[src/rtl/phase_timer_pkg.sv]
// Shared constants and types for the phase timer: default widths,
// train controller state codes and the duration type.
package phase_timer_pkg;

    localparam int TW_DEFAULT = 19;
    localparam int SW_DEFAULT = 4;

    localparam logic [SW_DEFAULT-1:0] ST_DEPART   = 4'b0010;
    localparam logic [SW_DEFAULT-1:0] ST_RUN      = 4'b0011;
    localparam logic [SW_DEFAULT-1:0] ST_APPROACH = 4'b0100;
    localparam logic [SW_DEFAULT-1:0] ST_STOP     = 4'b0101;

    typedef logic [TW_DEFAULT-1:0] duration_t;

endpackage

[src/rtl/phase_timer_duration_table.sv]
// Per-state duration register file: one synchronous write port and one
// asynchronous read port, so a same-edge write is seen by the reader only later.
module duration_table
    import phase_timer_pkg::*;
#(
    parameter int TW = TW_DEFAULT,
    parameter int SW = SW_DEFAULT
) (
    input  logic          clk,
    input  logic          rst,
    input  logic          we,
    input  logic [SW-1:0] waddr,
    input  logic [TW-1:0] wdata,
    input  logic [SW-1:0] raddr,
    output logic [TW-1:0] rdata
);

    logic [TW-1:0] mem [2**SW];

    // NOTE: the table is a register file, not a RAM macro, so every entry is
    // cleared on reset and an unprogrammed state reads back as untimed.
    always_ff @(posedge clk) begin
        if (rst) begin
            for (int i = 0; i < 2**SW; i++) begin
                mem[i] <= '0;
            end
        end else if (we) begin
            mem[waddr] <= wdata;
        end
    end

    assign rdata = mem[raddr];

endmodule

[src/rtl/phase_timer.sv]
// Per-state countdown timer: loads the programmed duration on every state
// change and pulses expired for one cycle when the count runs out.
module phase_timer
    import phase_timer_pkg::*;
#(
    parameter int TW = TW_DEFAULT,
    parameter int SW = SW_DEFAULT
) (
    input  logic          clk,
    input  logic          rst,
    input  logic          tick_en,
    input  logic          pause,
    input  logic [SW-1:0] present_state,
    input  logic          cfg_we,
    input  logic [SW-1:0] cfg_addr,
    input  logic [TW-1:0] cfg_data,
    output logic [TW-1:0] tout,
    output logic [TW-1:0] count,
    output logic          running,
    output logic          expired
);

    logic [SW-1:0] prev_state;
    logic [TW-1:0] table_rd;
    logic          state_change;
    logic          dec_en;

    duration_table #(.TW(TW), .SW(SW)) u_table (
        .clk   (clk),
        .rst   (rst),
        .we    (cfg_we),
        .waddr (cfg_addr),
        .wdata (cfg_data),
        .raddr (present_state),
        .rdata (table_rd)
    );

    assign state_change = (present_state != prev_state);
    assign dec_en       = running && tick_en && !pause && (count != '0);

    // NOTE: all state updates use <= so every branch samples the pre-edge
    // values of count and running, independent of statement order.
    always_ff @(posedge clk) begin
        if (rst) begin
            prev_state <= '0;
            tout       <= '0;
            count      <= '0;
            running    <= 1'b0;
            expired    <= 1'b0;
        end else begin
            prev_state <= present_state;
            expired    <= 1'b0;
            // A state change outranks a final decrement on the same edge.
            if (state_change) begin
                tout    <= table_rd;
                count   <= table_rd;
                running <= (table_rd != '0);
            end else if (dec_en) begin
                count <= count - TW'(1);
                if (count == TW'(1)) begin
                    running <= 1'b0;
                    expired <= 1'b1;
                end
            end
        end
    end

endmodule
[config.mk]
export PLATFORM = sky130hd
export DESIGN_NAME = phase_timer
export DESIGN_NICKNAME = d
export VERILOG_FILES = /design/src/rtl/phase_timer_pkg.sv /design/src/rtl/phase_timer_duration_table.sv /design/src/rtl/phase_timer.sv
export SDC_FILE = /design/constraint.sdc
export NUM_CORES = 1
export LEC_CHECK = 0
export CAP_MARGIN = 20
export CORE_ASPECT_RATIO = 1.25
export CORE_MARGIN = 4
export CORE_UTILIZATION = 55
export DETAILED_ROUTE_END_ITERATION = 16
export PLACE_DENSITY = 0.78
export SYNTH_ARGS = -nofsm -noshare
export SYNTH_HDL_FRONTEND = slang
export SYNTH_SLANG_ARGS = --single-unit
[constraint.sdc]
create_clock -name clk -period 3.3 [get_ports clk]
set_clock_uncertainty 0.2 [all_clocks]
set_input_delay 0.825 -clock clk [delete_from_list [all_inputs] [get_ports clk]]
set_output_delay 0.825 -clock clk [all_outputs]
set_load 0.01 [all_outputs]
==> results.sh <==
export IMPL_synth_edf_count=304
export IMPL_setup_violations_final=0
export IMPL_track_usage_pct=25.3
export IMPL_hold_viol=0
export IMPL_power_density_mw_per_mm2=544
export IMPL_cts_buffers=34
export IMPL_syn_area_mm2=0.0155
export IMPL_routedWlPerCell_um=25.1
export IMPL_final_cells=1544
export IMPL_final_common_cell="and2_1"
export IMPL_diodes=0
export IMPL_startpoint="present_state[1]"
export IMPL_grt_setup_unrepaired="false"
export IMPL_path_clk_slew_ps=60
export IMPL_dr_pass1_iters=5
export IMPL_final_nets=1204
export IMPL_fp_row_count=68
export IMPL_post_place_cells=1484
export IMPL_core_mm2=0.0277
export IMPL_synth_ff_type="edfxtp_1"
export IMPL_clk_latency_ps=510
export IMPL_post_dp_cell_area_mm2=0.0174
export IMPL_root_buffer="clkbuf_16"
export IMPL_worstPathRequired_ps=3480
export IMPL_die_y_um=196
export IMPL_syn_nets=1079
export IMPL_synth_cells=1045
export IMPL_ios=72
export IMPL_peakVddDrop_uv=297
export IMPL_period_needed_ps=2880
export IMPL_p_total_mw=10.0
export IMPL_max_freq_mhz=347
export IMPL_grt_pass1_vias=9561
export IMPL_mostFrequentLayoutCells="and2_1, edfxtp_1, mux4_2"
export IMPL_grt_max_degree=24
export IMPL_rr_startpoint="count[8]$_SDFFE_PP0P_"
export IMPL_drv_slew=0
export IMPL_start_util_pct=56.0
export IMPL_drt_initial_drc_count=1022
export IMPL_tightest_slew_ps=734
export IMPL_ys_ff_latch=348
export IMPL_synthArstFlopShare_pct=0
export IMPL_path_max_fanout=23
export IMPL_crit_path_end="running$_SDFFE_PP0P_"
export IMPL_final_area_mm2=0.0184
export IMPL_rrSetupSlack_ps=690
export IMPL_maxCapViolations=0
export IMPL_hold_path_class="register to register"
export IMPL_synth_area_per_cell_um2=14.9
export IMPL_cts_setup_buffers=0
export IMPL_layout_drive_gt1_share_pct=20.9
export IMPL_r2r_end="count[8]$_SDFFE_PP0P_"
export IMPL_drc=0
export IMPL_gp_congestion=0.914
export IMPL_antenna_found_initial=0
export IMPL_via_per_inst=6.11
export IMPL_chipWidth_um=158
export IMPL_area_delta_synth_final_pct=18.7
export IMPL_dieArea_mm2=0.0310
export IMPL_crit_path_start_kind="input pin"
export IMPL_p_leak_nw=6.58
export IMPL_ant_nets=0
export IMPL_place_hpwl_um=25200
export IMPL_cts_sinks=348
export IMPL_arrival_ps=3070
export IMPL_status="complete, no violations"
export IMPL_vias=9440
export IMPL_slew_headroom_pct=51.0
export IMPL_htreeDepth=2
export IMPL_ys_seq_area_share_pct=64.5
export IMPL_cts_tree="done"
export IMPL_overflow=0
export IMPL_end_kind="register"
export IMPL_grt_pass1_wl_um=58500
export IMPL_path_class="input pin to register"
export IMPL_yosysWarnings=0
export IMPL_cts_resized=0
export IMPL_routed_wl_um=38700
export IMPL_hold_buffers=0
export IMPL_ff2ff_path_depth=6
export IMPL_cts_buffer_depth=3
export IMPL_synth_cell_types=44
export IMPL_portBuffers=71
export IMPL_period_share_pct=87.4
cell usage after synthesis (2+ instances only):
| library cell | count | share of area, % |
|---|---|---|
| nand3_1 | 4 | 0.13 |
| mux4_2 | 87 | 13 |
| or4_1 | 4 | 0.19 |
| clkbuf_1 | 57 | 1.4 |
| nor2b_1 | 8 | 0.32 |
| or2_2 | 4 | 0.16 |
| nor4_1 | 5 | 0.20 |
| ha_1 | 2 | 0.16 |
| o21ai_0 | 24 | 0.77 |
| inv_1 | 3 | 0.073 |
| o211ai_1 | 2 | 0.097 |
| buf_6 | 4 | 0.29 |
| nand4_1 | 6 | 0.24 |
| buf_4 | 3 | 0.15 |
| nand3b_1 | 4 | 0.19 |
| a31oi_1 | 2 | 0.081 |
| xnor2_1 | 3 | 0.17 |
| and2_1 | 309 | 12 |
| buf_2 | 5 | 0.16 |
| a21oi_1 | 9 | 0.29 |
| buf_1 | 5 | 0.12 |
| nor2_1 | 30 | 0.73 |
| dfxtp_1 | 44 | 5.7 |
| mux2i_1 | 5 | 0.32 |
| nand2_1 | 52 | 1.3 |
| and3_1 | 2 | 0.081 |
| a22oi_1 | 16 | 0.77 |
| xor2_1 | 16 | 0.90 |
| nor3_1 | 8 | 0.26 |
| edfxtp_1 | 304 | 59 |
| nand2b_1 | 5 | 0.20 |
sequential cells by signal (all words and copies together), names as in the netlist:
name         count
u_table.mem    304
count           19
tout            19
prev_state       4
expired          1
running          1
routing by layer:
| metal | share of wire, % | GRT usage [%] |
|---|---|---|
| met1 | 38 | 34.1 |
| met2 | 52 | 42.8 |
| met3 | 7.2 | 3.22 |
| met4 | 3.3 | 8.57 |
| met5 | 0 | 0 |
power by group:
group	switching [mW]	internal (mW)	leakage, nW
Sequential	0.122	5.05	3.26
Combinational	0.550	0.524	2.79
Clock	1.58	2.20	0.524
Total	2.25	7.78	6.58
final cells by class:
type                       count  area [um^2]
tap                          350          438
clock inverter                17          155
multi-input combinational    620         5250
inverter                       3         11.3
clock buffer                  43          916
timing repair buffer         163         1660
sequential                   348        10000
fill                        1817         9300
how the worst min path moves through the flow:
stage | start | endpoint | slack [ps] | cells after the start
after detailed placement | tout[12]$_SDFFE_PP0P_ | tout[12]$_SDFFE_PP0P_ | 240 | 2
final | tout[15]$_SDFFE_PP0P_ | tout[15]$_SDFFE_PP0P_ | 240 | 2
after global placement | tout[15]$_SDFFE_PP0P_ | tout[15]$_SDFFE_PP0P_ | 230 | 2
after global routing | tout[15]$_SDFFE_PP0P_ | tout[15]$_SDFFE_PP0P_ | 260 | 2
after floorplan | tout[12]$_SDFFE_PP0P_ | tout[12]$_SDFFE_PP0P_ | 270 | 2
after CTS | tout[12]$_SDFFE_PP0P_ | tout[12]$_SDFFE_PP0P_ | 240 | 2
kinds of logic (layout without fill, tap and decap cells):
kind of cell	count (synthesis)	in the layout	share of synthesized area (%)
AO/OA/AOI/OAI	61	61	2.43
XOR/XNOR	19	19	1.07
adder cells (fa/ha/maj)	2	2	0.161
buffers and inverters	77	226	2.17
flip-flops	348	348	64.5
multiplexers	92	92	12.9
AND/OR/NAND/NOR	446	446	16.8
metrics by stage:
stage	worst slack (ps)	utilization [%]	TNS [ps]	hold WS [ps]
finish	417	66.5	0	242
global route	395	66.5	0	260
CTS	483	66.5	0	244
detailed placement	-45.4	62.6	-45.4	235
global placement	-18.9	62.6	-18.9	229
floorplan	-107	-	-6090	267
critical path: stages:
cell     delay [ps]
buf_4           330
buf_4           310
buf_4           210
mux4_2          320
a22oi_1         330
nand2_1         200
nor4_1          240
buf_4           190
a41oi_1          90
(Power assumes the default switching activity.)
